`config.mk`:
```
export PLATFORM = sky130hd
export DESIGN_NAME = video_frame_reader_flat
export DESIGN_NICKNAME = d
export VERILOG_FILES = /design/src/rtl/video_frame_reader_if.sv /design/src/rtl/video_frame_reader.sv /design/src/flat_wrapper.sv
export SDC_FILE = /design/constraint.sdc
export NUM_CORES = 1
export LEC_CHECK = 0
export CAP_MARGIN = 20
export CELL_PAD_IN_SITES_DETAIL_PLACEMENT = 1
export CELL_PAD_IN_SITES_GLOBAL_PLACEMENT = 1
export CORE_AREA = 5 5 230 232
export DETAILED_ROUTE_END_ITERATION = 10
export DIE_AREA = 0 0 235 237
export HOLD_SLACK_MARGIN = 0.12
export PLACE_DENSITY_LB_ADDON = 0.1
export SLEW_MARGIN = 20
export SYNTH_ARGS = -nofsm -noshare
export SYNTH_HDL_FRONTEND = slang
export SYNTH_SLANG_ARGS = --single-unit
```
`constraint.sdc`:
```
create_clock -name clk -period 10.05 [get_ports clk]
set_input_delay 3.015 -clock clk [delete_from_list [all_inputs] [get_ports clk]]
set_output_delay 3.015 -clock clk [all_outputs]
set_load 0.03 [all_outputs]
```
`src/rtl/video_frame_reader_if.sv`:
```
// Avalon-MM read port and pixel stream port of the video frame reader.
interface video_frame_reader_if;
  logic [31:0] avm_address;
  logic        avm_read;
  logic        avm_waitrequest;
  logic [31:0] avm_readdata;
  logic        avm_readdatavalid;
  logic [31:0] pix_data;
  logic        pix_valid;
  logic        pix_ready;
  logic        pix_sof;
  logic        pix_eol;

  modport master (
    output avm_address, avm_read,
    input  avm_waitrequest, avm_readdata, avm_readdatavalid,
    output pix_data, pix_valid, pix_sof, pix_eol,
    input  pix_ready
  );

  modport slave (
    input  avm_address, avm_read,
    output avm_waitrequest, avm_readdata, avm_readdatavalid,
    input  pix_data, pix_valid, pix_sof, pix_eol,
    output pix_ready
  );
endinterface

```
`src/rtl/video_frame_reader.sv`:
```
// Fetches one frame from the framebuffer over Avalon-MM and streams it out as pixels.
// Optional underflow counter built only when VIDEO_READER_UNDERFLOW_CNT_EN is defined.
module video_frame_reader #(
  parameter int unsigned H_RES      = 640,
  parameter int unsigned V_RES      = 480,
  parameter int unsigned FIFO_DEPTH = 16
) (
  input  logic                  clk,
  input  logic                  reset,
  input  logic                  ctrl_enable,
  input  logic [31:0]           ctrl_base,
  video_frame_reader_if.master  bus,
  output logic                  busy,
  output logic                  frame_done,
  output logic [15:0]           underflow_count
);

  localparam int unsigned PIX_TOTAL = H_RES * V_RES;
  localparam int unsigned IDX_W     = $clog2(PIX_TOTAL + 1);
  localparam int unsigned X_W       = (H_RES > 1) ? $clog2(H_RES) : 1;
  localparam int unsigned Y_W       = (V_RES > 1) ? $clog2(V_RES) : 1;
  localparam int unsigned PTR_W     = $clog2(FIFO_DEPTH);
  localparam int unsigned CNT_W     = $clog2(FIFO_DEPTH + 1);

  typedef enum logic [1:0] {IDLE, LATCH, RUN} state_t;

  state_t            state_q, state_d;
  logic [31:0]       base_q;
  logic [IDX_W-1:0]  req_idx;
  logic [X_W-1:0]    out_x;
  logic [Y_W-1:0]    out_y;
  logic [CNT_W-1:0]  outstanding;
  logic [CNT_W-1:0]  fifo_count;
  logic [PTR_W-1:0]  wr_ptr, rd_ptr;
  logic [31:0]       fifo_mem [FIFO_DEPTH];

  logic credit_ok, rd_req, accept, push, pop, fifo_nonempty, last_pix, last_pop;

  // Credits cover both buffered pixels and reads still in flight, so the FIFO never overflows.
  assign credit_ok     = ((CNT_W+1)'(fifo_count) + (CNT_W+1)'(outstanding)) < (CNT_W+1)'(FIFO_DEPTH);
  assign rd_req        = (state_q == RUN) && (req_idx < IDX_W'(PIX_TOTAL)) && credit_ok;
  assign accept        = rd_req && !bus.avm_waitrequest;
  assign push          = (state_q == RUN) && bus.avm_readdatavalid;
  assign fifo_nonempty = (fifo_count != '0);
  assign pop           = fifo_nonempty && bus.pix_ready;
  assign last_pix      = (out_x == X_W'(H_RES - 1)) && (out_y == Y_W'(V_RES - 1));
  assign last_pop      = (state_q == RUN) && pop && last_pix;

  always_ff @(posedge clk) begin
    if (reset) state_q <= IDLE;
    else       state_q <= state_d;
  end

  always_comb begin
    state_d = state_q;
    case (state_q)
      IDLE:    if (ctrl_enable) state_d = LATCH;
      LATCH:   state_d = RUN;
      RUN:     if (last_pop) state_d = ctrl_enable ? LATCH : IDLE;
      default: state_d = IDLE;
    endcase
  end

  // Request indexing, outstanding credits and raster position.
  always_ff @(posedge clk) begin
    if (reset) begin
      base_q      <= '0;
      req_idx     <= '0;
      outstanding <= '0;
      out_x       <= '0;
      out_y       <= '0;
      frame_done  <= 1'b0;
    end else begin
      frame_done <= last_pop;
      if (state_q == LATCH) begin
        base_q      <= ctrl_base;
        req_idx     <= '0;
        outstanding <= '0;
        out_x       <= '0;
        out_y       <= '0;
      end else begin
        if (accept) req_idx <= req_idx + IDX_W'(1);
        case ({accept, push})
          2'b10:   outstanding <= outstanding + CNT_W'(1);
          2'b01:   outstanding <= outstanding - CNT_W'(1);
          default: ;
        endcase
        if (pop) begin
          if (out_x == X_W'(H_RES - 1)) begin
            out_x <= '0;
            out_y <= (out_y == Y_W'(V_RES - 1)) ? '0 : out_y + Y_W'(1);
          end else begin
            out_x <= out_x + X_W'(1);
          end
        end
      end
    end
  end

  // Pixel FIFO control; storage below carries no reset.
  always_ff @(posedge clk) begin
    if (reset) begin
      wr_ptr     <= '0;
      rd_ptr     <= '0;
      fifo_count <= '0;
    end else begin
      if (push) wr_ptr <= wr_ptr + PTR_W'(1);
      if (pop)  rd_ptr <= rd_ptr + PTR_W'(1);
      case ({push, pop})
        2'b10:   fifo_count <= fifo_count + CNT_W'(1);
        2'b01:   fifo_count <= fifo_count - CNT_W'(1);
        default: ;
      endcase
    end
  end

  always_ff @(posedge clk) begin
    if (push) fifo_mem[wr_ptr] <= bus.avm_readdata;
  end

  assign bus.avm_read    = rd_req;
  assign bus.avm_address = base_q + (32'(req_idx) << 2);
  assign bus.pix_valid   = fifo_nonempty;
  assign bus.pix_data    = fifo_nonempty ? fifo_mem[rd_ptr] : '0;
  assign bus.pix_sof     = fifo_nonempty && (out_x == '0) && (out_y == '0);
  assign bus.pix_eol     = fifo_nonempty && (out_x == X_W'(H_RES - 1));
  assign busy            = (state_q != IDLE);

`ifdef VIDEO_READER_UNDERFLOW_CNT_EN
  logic [15:0] ufl_q;

  // Counts cycles the sink wanted a pixel during a frame but none was buffered.
  always_ff @(posedge clk) begin
    if (reset) begin
      ufl_q <= '0;
    end else if ((state_q == RUN) && bus.pix_ready && !fifo_nonempty && (ufl_q != 16'hFFFF)) begin
      ufl_q <= ufl_q + 16'd1;
    end
  end

  assign underflow_count = ufl_q;
`else
  assign underflow_count = '0;
`endif

endmodule

```
`src/flat_wrapper.sv`:
```
// flat-port wrapper written by rule: the top's interface ports become plain ports
module video_frame_reader_flat 
#(
  parameter int unsigned H_RES      = 640,
  parameter int unsigned V_RES      = 480,
  parameter int unsigned FIFO_DEPTH = 16
)
  (clk, reset, ctrl_enable, ctrl_base, busy, frame_done, underflow_count, bus_avm_address, bus_avm_read, bus_avm_waitrequest, bus_avm_readdata, bus_avm_readdatavalid, bus_pix_data, bus_pix_valid, bus_pix_sof, bus_pix_eol, bus_pix_ready);
  video_frame_reader_if bus_i ();
  input  logic clk;
  input  logic reset;
  input  logic ctrl_enable;
  input  logic [31:0] ctrl_base;
  output logic busy;
  output logic frame_done;
  output logic [15:0] underflow_count;
  output wire logic [$bits(bus_i.avm_address)-1:0] bus_avm_address;
  output wire logic [$bits(bus_i.avm_read)-1:0] bus_avm_read;
  input wire logic [$bits(bus_i.avm_waitrequest)-1:0] bus_avm_waitrequest;
  input wire logic [$bits(bus_i.avm_readdata)-1:0] bus_avm_readdata;
  input wire logic [$bits(bus_i.avm_readdatavalid)-1:0] bus_avm_readdatavalid;
  output wire logic [$bits(bus_i.pix_data)-1:0] bus_pix_data;
  output wire logic [$bits(bus_i.pix_valid)-1:0] bus_pix_valid;
  output wire logic [$bits(bus_i.pix_sof)-1:0] bus_pix_sof;
  output wire logic [$bits(bus_i.pix_eol)-1:0] bus_pix_eol;
  input wire logic [$bits(bus_i.pix_ready)-1:0] bus_pix_ready;
  assign bus_avm_address = bus_i.avm_address;
  assign bus_avm_read = bus_i.avm_read;
  assign bus_i.avm_waitrequest = bus_avm_waitrequest;
  assign bus_i.avm_readdata = bus_avm_readdata;
  assign bus_i.avm_readdatavalid = bus_avm_readdatavalid;
  assign bus_pix_data = bus_i.pix_data;
  assign bus_pix_valid = bus_i.pix_valid;
  assign bus_pix_sof = bus_i.pix_sof;
  assign bus_pix_eol = bus_i.pix_eol;
  assign bus_i.pix_ready = bus_pix_ready;
  video_frame_reader #(.H_RES(H_RES), .V_RES(V_RES), .FIFO_DEPTH(FIFO_DEPTH)) u_core (.clk(clk), .reset(reset), .ctrl_enable(ctrl_enable), .ctrl_base(ctrl_base), .bus(bus_i), .busy(busy), .frame_done(frame_done), .underflow_count(underflow_count));
endmodule
```
* Yosys cells after proc, flatten, opt, wreduce, memory -nomap -nowiden *
Memories as Yosys holds them, arrays and structs flattened. A register that Yosys moved wholly into a read port is not among the register bits.
Cells that the tools add are included.

word-level totals
  word-level logic and storage cells = 69
  memories kept = 1
  bits of input ports = 70
  bits in writable memories = 512
  bits in registers = 91

memories
  name             depth  bits a word  rd ports  clocked after memory_dff  write ports  line                      text
  u_core.fifo_mem  16     32           1         1                         1            video_frame_reader.sv:35  logic [31:0] fifo_mem [FIFO_DEPTH];

operators by class
  $add $sub $neg = 11
  reductions and logical operators = 22
  equality and inequality tests = 10
  mux-type cells = 13
  order comparisons = 2

operators with widths
  kind                   number
  $add 32x21->32         1
  $mux 32                1
  $pmux 5 s2             2
  $add 19x1->19 const B  1
  $lt 19x19->1 const B   1
  $logic_and 1x1->1      11
  $add 10x1->10 const B  1
  $add 5x1->5 const B    2
  $eq 10x10->1 const B   1
  $logic_not 10->1       1
  $mux 10                1
  $sub 5x1->5 const B    2
  $add 9x1->9 const B    1
  $eq 9x9->1 const B     1
  $logic_not 9->1        1
  $mux 9                 1
  $add 4x1->4 const B    2
  $mux 4                 2
  $add 5x5->6            1
  $eq 2x1->1 const B     3
  $eq 2x2->1 const B     3
  $lt 6x5->1 const B     1
  $pmux 2 s3             1
  $reduce_bool 2->1      3
  9 further kinds        13

* Logic depth before layout (Yosys ltp) *
Gate-level depths: netlist of the first run.

  depth after elaboration = 6
  depth in mapped cells = 17
  mapped depth without buffers = 15

* Worst setup path after synthesis of the first run *
Ideal clock, no wire load.

  path kind = input to register
  start point = input bus_avm_readdatavalid
  end point = memory u_core.fifo_mem[3][0] (enable)
  cell stages on the path = 4
  buffers on the path = 0
  slack = 3.711 ns
  data required time = 9.589 ns
  data arrival time = 5.878 ns
  path through = inv_1 nor2_1 nand2_1 nor3_1

on the way
  longest elaborated chain between the ends = 3

ends and longest elaborated chain
  what                          line                       text
  start, declared               flat_wrapper.sv:21         input wire logic [$bits(bus_i.avm_readdatavalid)-1:0] bus_avm_readdatavalid;
  $logic_and 1x1->1             video_frame_reader.sv:43   assign push = (state_q == RUN) && bus.avm_readdatavalid;
  via u_core.push               video_frame_reader.sv:37   logic credit_ok, rd_req, accept, push, pop, fifo_nonempty, last_pix, last_pop;
  $mux 1                        video_frame_reader.sv:118  if (push) fifo_mem[wr_ptr] <= bus.avm_readdata;
  $mux 1 (implied by the code)  video_frame_reader.sv:118
  end, declared                 video_frame_reader.sv:35

The timed path passes the listed nets, and every way through them passes these cells.

==> flow_summary.toml, run 1 <==
[worst_setup_path]
cp_data_arrival_time_ps = 4230
worstPathBufferInverterCount = 2
crit_chain = "buf_4, mux4_2, mux4_2, nor2b_1, clkdlybuf4s50_1"
cp_slowest_cell = "dfxtp_4"
critical_path_class = "flop to primary output"
r2r_slack_ps = 6190
crit_fanout = 46
critPathCaptureType = "primary output"
critical_path.max_stage_delay_ps = 930
crit_family = "buffers and inverters"
crit_top_cell = "mux4_2"
critPathRequiredTime_ps = 7040
cp-start-kind = "flop"

[timing]
rsz0062_at_grt = "no"
setup-violations-final = 0
timing.fmax_ghz = 0.138
hold_ws_ps = 462
setup_ws_ps = 2810
post-route-period-util = 0.721
skew_ps = 17.2
hold_viol = 0
slew_headroom = 0.372
slew_violations = 0
fin_setup_tns_ps = 0
worst_slew_pin_slew_ps = 943
fin_crit_ps = 7240

[cells_and_area]
nets = 1745
multiInputGateArea_mm2 = 0.00739
syn_to_final_growth_pct = 17.5
fillerInstances = 4562
layout_commonest_cell = "edfxtp_1"
instances_no_fill = 2358
final_layout_size_suffix_gt1_frac = 0.191
seqCellArea_mm2 = 0.0173
mostFrequentLayoutCells = "512 x edfxtp_1, 160 x mux4_2, 138 x clkdlybuf4s50_1"
fin_util = 0.579

[clocking]
cts_buffers = 66
clock-root-buffer = "clkbuf_16"
cts_tree = "yes"
clockBufferDepth = 3
clk_latency_ps = 580
clk_pin_slew_ps = 60
cts.sinks = 607
ctsHoldBuffers = 0
cts_setup_buffers = 0
htreeDepth = 3
cts_resized = 0

[logic_synthesis]
netlist-cell-type-count = 57
synth_ff_type = "edfxtp_1"
synth_area_leaders = "edfxtp_1 61%, mux4_2 14%, dfxtp_1 7.6%"
synth_seq_cells = 607
synth_top_area_share = 0.614
synthCells = 1464
synth_area_per_cell_um2 = 17.1
async_flop_share = 0
synth_edf_count = 512
synth_area_mm2 = 0.0250
ys_seq_area_frac = 0.690
yosysWarnings = 0
synth_area_leader_cell = "edfxtp_1"

[die]
core.rowCount = 83
die_w_um = 235
ioPinCount = 156
start_util = 0.493
design.die.area_mm2 = 0.0557
fp.dieH_um = 237
core_mm2 = 0.0508

[grt]
grt_max_degree = 57
grt.total_usage = 0.216
grt_pass1_vias = 14500
grt_pass1_wl_mm = 92.1
grt_overflow_total = 0
antenna_found_initial = 2

[power]
p_leak_uw = 0.00942
pwr-share-comb = 0.176
p_int_uw = 4770
vdd_drop_max_mv = 0.143
clkPwrFrac = 0.383
p_per_area_mw_per_mm2 = 218
p_sw_frac = 0.255
power.switching_uw = 1630
p_seq_frac = 0.441

[placement]
dp_cells = 2243
place_congestion = 0.818
hpwl_mm = 33.6
numPortBuffers = 139
pre_cts_ws_ps = 3230

[flow_run]
max-cap-violations = 0

[routing]
dr.pass1.iters = 4
wl_mm = 60.1
antenna_left = 0
wl_per_cell_um = 25.5
vias = 13600
drt-initial-drc-count = 997
avgViaCountPerCell = 5.76
drcViolationCount = 0

[hold_path]
worstHoldPathType = "flop to flop"

[run_status]
status = "finished clean"
[registers in the layout, indices dropped and copies added (netlist names), named ones only]
register	cells
u_core.fifo_count	5
u_core.out_y	9
u_core.fifo_mem	512
u_core.state_q	2
u_core.base_q	32
u_core.wr_ptr	4
u_core.frame_done	1
u_core.outstanding	5
u_core.out_x	10
u_core.rd_ptr	4
u_core.req_idx	19
[power by group through the flow]
stage	registers, uW	logic [uW]	clock network (uW)
2_1_floorplan	2820	819	0
3_3_place_gp	2880	1120	0
3_5_place_dp	2880	1140	0
4_1_cts	2830	1150	2500
5_1_grt	2830	1210	2630
6_report	2820	1130	2450
[cell families (layout without fill, tap and decap cells)]
group | Yosys count | after routing | synth area share
AOI/OAI and AO/OA | 127 | 127 | 0.0305
xor gates and xnor gates | 69 | 69 | 0.0241
adders and majority gates | 44 | 44 | 0.0229
buffers and inverters | 117 | 315 | 0.0216
DFF | 607 | 607 | 0.690
muxes | 162 | 162 | 0.145
other | 1 | 17 | 0.000150
and+or+nand+nor | 337 | 337 | 0.0657
[Yosys cell counts (19+ instances only)]
cell type / count
inv_1: 34
nor2_1: 95
a21oi_1: 64
xor2_1: 23
edfxtp_1: 512
dfxtp_1: 95
nor2b_1: 40
buf_4: 19
clkbuf_1: 45
mux4_2: 160
nand2_1: 105
ha_1: 41
xnor2_1: 46
[tightest hold or removal path, cell delays in order, from the launching register on]
cell	delay, ps
dfxtp_1	310
nand2_1	50
a21oi_1	50
[final cells by class]
class,count,share of cell area
flip-flops and latches,607,0.588
multi-input cells,755,0.251
clock buffers,85,0.0625
repair buffers,167,0.0543
well taps,680,0.0289
clock inverters,29,0.0112
inverters,34,0.00434
diodes,1,0.0000851
[routing by layer]
metal	track usage	vias to the layer above	wire length [um]
met3	0.0423	95	3210
li1	-	5998	-
met2	0.368	391	30800
met5	0	-	7
met4	0.0596	2	1240
met1	0.287	7096	24800
[per-stage QoR]
| stage | instance area (um2) | total power, uW |
|---|---|---|
| 2_1_floorplan | 25100 | 3630 |
| 3_3_place_gp | 27200 | 4000 |
| 3_5_place_dp | 27200 | 4020 |
| 4_1_cts | 29400 | 6480 |
| 5_1_grt | 29400 | 6660 |
| 6_report | 29400 | 6400 |
[worst paths after layout]
kind	start	to	cells past startpoint
setup reg to reg	u_core.fifo_count[1]	u_core.outstanding[4]	14
setup / recovery	flop	bus_pix_data[26]	5
hold reg to reg	u_core.base_q[15]	u_core.base_q[15]	2
hold / removal	u_core.base_q[15]	u_core.base_q[15]	2
No activity file was read; power rests on OpenSTA's default activity.
==> inputs of run 2 (changes only) <==
CORE_AREA = 5 5 240 242   (was 5 5 230 232)
DIE_AREA = 0 0 245 247   (was 0 0 235 237)
clock period = 6.5 ns   (was 10.05 ns; I/O delays follow)
==> run 2 against run 1 <==
Net effect:
- worst hold slack lost 12 ps
- clock power grew 46%
- first-iteration DRC count grew 12%
- utilization shrank 4.2 points
- critical path depth grew 5
- critical path type unchanged
- final cell count grew 1.8%
- largest power group unchanged
- clock skew grew 7.7 ps
- routed wire length shrank 0.29%
- clock-buffer cell count shrank 1
- via count shrank 1.2%
==> flow_summary.toml, run 2 (synthesis results as in run 1) <==
[run_status]
status = "finished clean"

[clocking]
cts_buffers = 67
ctsHoldBuffers = 0
clk_pin_slew_ps = 50
htreeDepth = 3
cts_resized = 0
clock-root-buffer = "clkbuf_16"
clockBufferDepth = 3
cts_setup_buffers = 0
cts.sinks = 607
clk_latency_ps = 600
cts_tree = "yes"

[routing]
wl_per_cell_um = 25.0
drcViolationCount = 0
drt-initial-drc-count = 1120
vias = 13400
dr.pass1.iters = 5
avgViaCountPerCell = 5.59
antenna_left = 0
wl_mm = 59.9

[cells_and_area]
syn_to_final_growth_pct = 17.9
largest_reg_flops = 512
nets = 1755
final_layout_size_suffix_gt1_frac = 0.194
mostFrequentLayoutCells = "512 x edfxtp_1, 160 x mux4_2, 138 x clkdlybuf4s50_1"
layout_commonest_cell = "edfxtp_1"
regMostFlops = "u_core.fifo_mem"
instances_no_fill = 2400
top_regs = "u_core.fifo_mem (512), u_core.base_q (32), u_core.req_idx (19)"

[grt]
grt.total_usage = 0.199
grt_pass1_vias = 14400
grt_max_degree = 49
grt_pass1_wl_mm = 90.8
grt_overflow_total = 0
antenna_found_initial = 3

[power]
p_leak_uw = 0.00944
clkPwrFrac = 0.368
p_seq_frac = 0.446
p_per_area_mw_per_mm2 = 329
vdd_drop_max_mv = 0.319
pwr-share-comb = 0.185
power.switching_uw = 2560
p_int_uw = 7150
p_sw_frac = 0.264

[timing]
fin_setup_tns_ps = 0
worst_slew_pin_slew_ps = 964
hold_viol = 0
rsz0062_at_grt = "no"
setup-violations-final = 0
slew_violations = 0
post-route-period-util = 0.871
timing.fmax_ghz = 0.177
slew_headroom = 0.357
fin_crit_ps = 5660
setup_ws_ps = 837
skew_ps = 24.9

[worst_setup_path]
cp_slowest_cell = "clkdlybuf4s50_1"
reg2reg_depth = 14
cp-start-kind = "flop"
crit_chain = "ha_1, inv_1, fa_1, nor2b_1, o211ai_1, a31o_2, a21oi_1, o2111ai_1, xnor2_1, clkdlybuf4s50_1"
crit_fanout = 5
r2r_slack_ps = 2710
path_depth = 10
critPathCaptureType = "primary output"
worstPathBufferInverterCount = 2
critPathRequiredTime_ps = 4550
critical_path.max_stage_delay_ps = 690
crit_family = "compound AO/OA/AOI/OAI gates"
critical_path_class = "flop to primary output"
cp_data_arrival_time_ps = 3710

[placement]
pre_cts_ws_ps = 1420
place_congestion = 0.742
hpwl_mm = 34.8
dp_cells = 2276
numPortBuffers = 139

[hold_path]
worstHoldPathType = "flop to flop"
hold_depth = 2

[die]
core.rowCount = 86
design.die.area_mm2 = 0.0605
start_util = 0.456
fp.dieH_um = 247
ioPinCount = 156
core_mm2 = 0.0549
die_w_um = 245

[flow_run]
max-cap-violations = 0
[run 2: cell count changes in the layout (fill, tap and decap cells not counted), sizes merged]
cell	delta
buf	+9
diode	+1
clkinvlp	+1
bufinv	-6
clkinv	+14
clkbuf	-1
[run 2: per-stage QoR]
stage / instance area [um2] / hold WS (ps) / power (uW) / utilization
floorplan: 25100 / 437 / 5620 / -
global placement: 27400 / 441 / 6240 / 0.500
detailed placement: 27400 / 448 / 6260 / 0.500
CTS: 29500 / 455 / 9860 / 0.538
global route: 29500 / 486 / 10100 / 0.538
finish: 29500 / 450 / 9710 / 0.538
[run 2: power groups by stage]
stage	clock [uW]	combinational [uW]	sequential, uW
2_1_floorplan	0	1270	4350
3_3_place_gp	0	1830	4420
3_5_place_dp	0	1840	4420
4_1_cts	3670	1850	4340
5_1_grt	3850	1940	4340
6_report	3580	1800	4330
[run 2: tightest hold or removal path, delay by kind of cell (launching register included)]
kind,cells,cell delay [ps]
AO/OA/AOI/OAI,1,50
flip-flops,1,300
AND/OR/NAND/NOR,1,50
[run 2: layer usage]
| layer | vias to the layer above | share of wire | GRT usage |
|---|---|---|---|
| li1 | 6022 | - | - |
| met1 | 6968 | 0.43 | 0.272 |
| met2 | 327 | 0.50 | 0.335 |
| met3 | 96 | 0.048 | 0.0375 |
| met4 | 2 | 0.023 | 0.0507 |
| met5 | - | 0.00033 | 0 |
[run 2: final timing paths]
kind,startpoint,end
setup / recovery,u_core.req_idx[0],bus_avm_address[26]
hold / removal,u_core.base_q[0],u_core.base_q[0]
hold reg to reg,u_core.base_q[0],u_core.base_q[0]
setup reg to reg,u_core.fifo_count[1],u_core.outstanding[4]
[run 2: layout make-up]
type	count	area (um2)
fill	5047	25400
inverter	34	128
multi-input combinational	755	7390
clock buffer	84	1810
timing repair buffer	176	1750
sequential	607	17300
clock inverter	38	254
tap	704	881
antenna	2	5.00
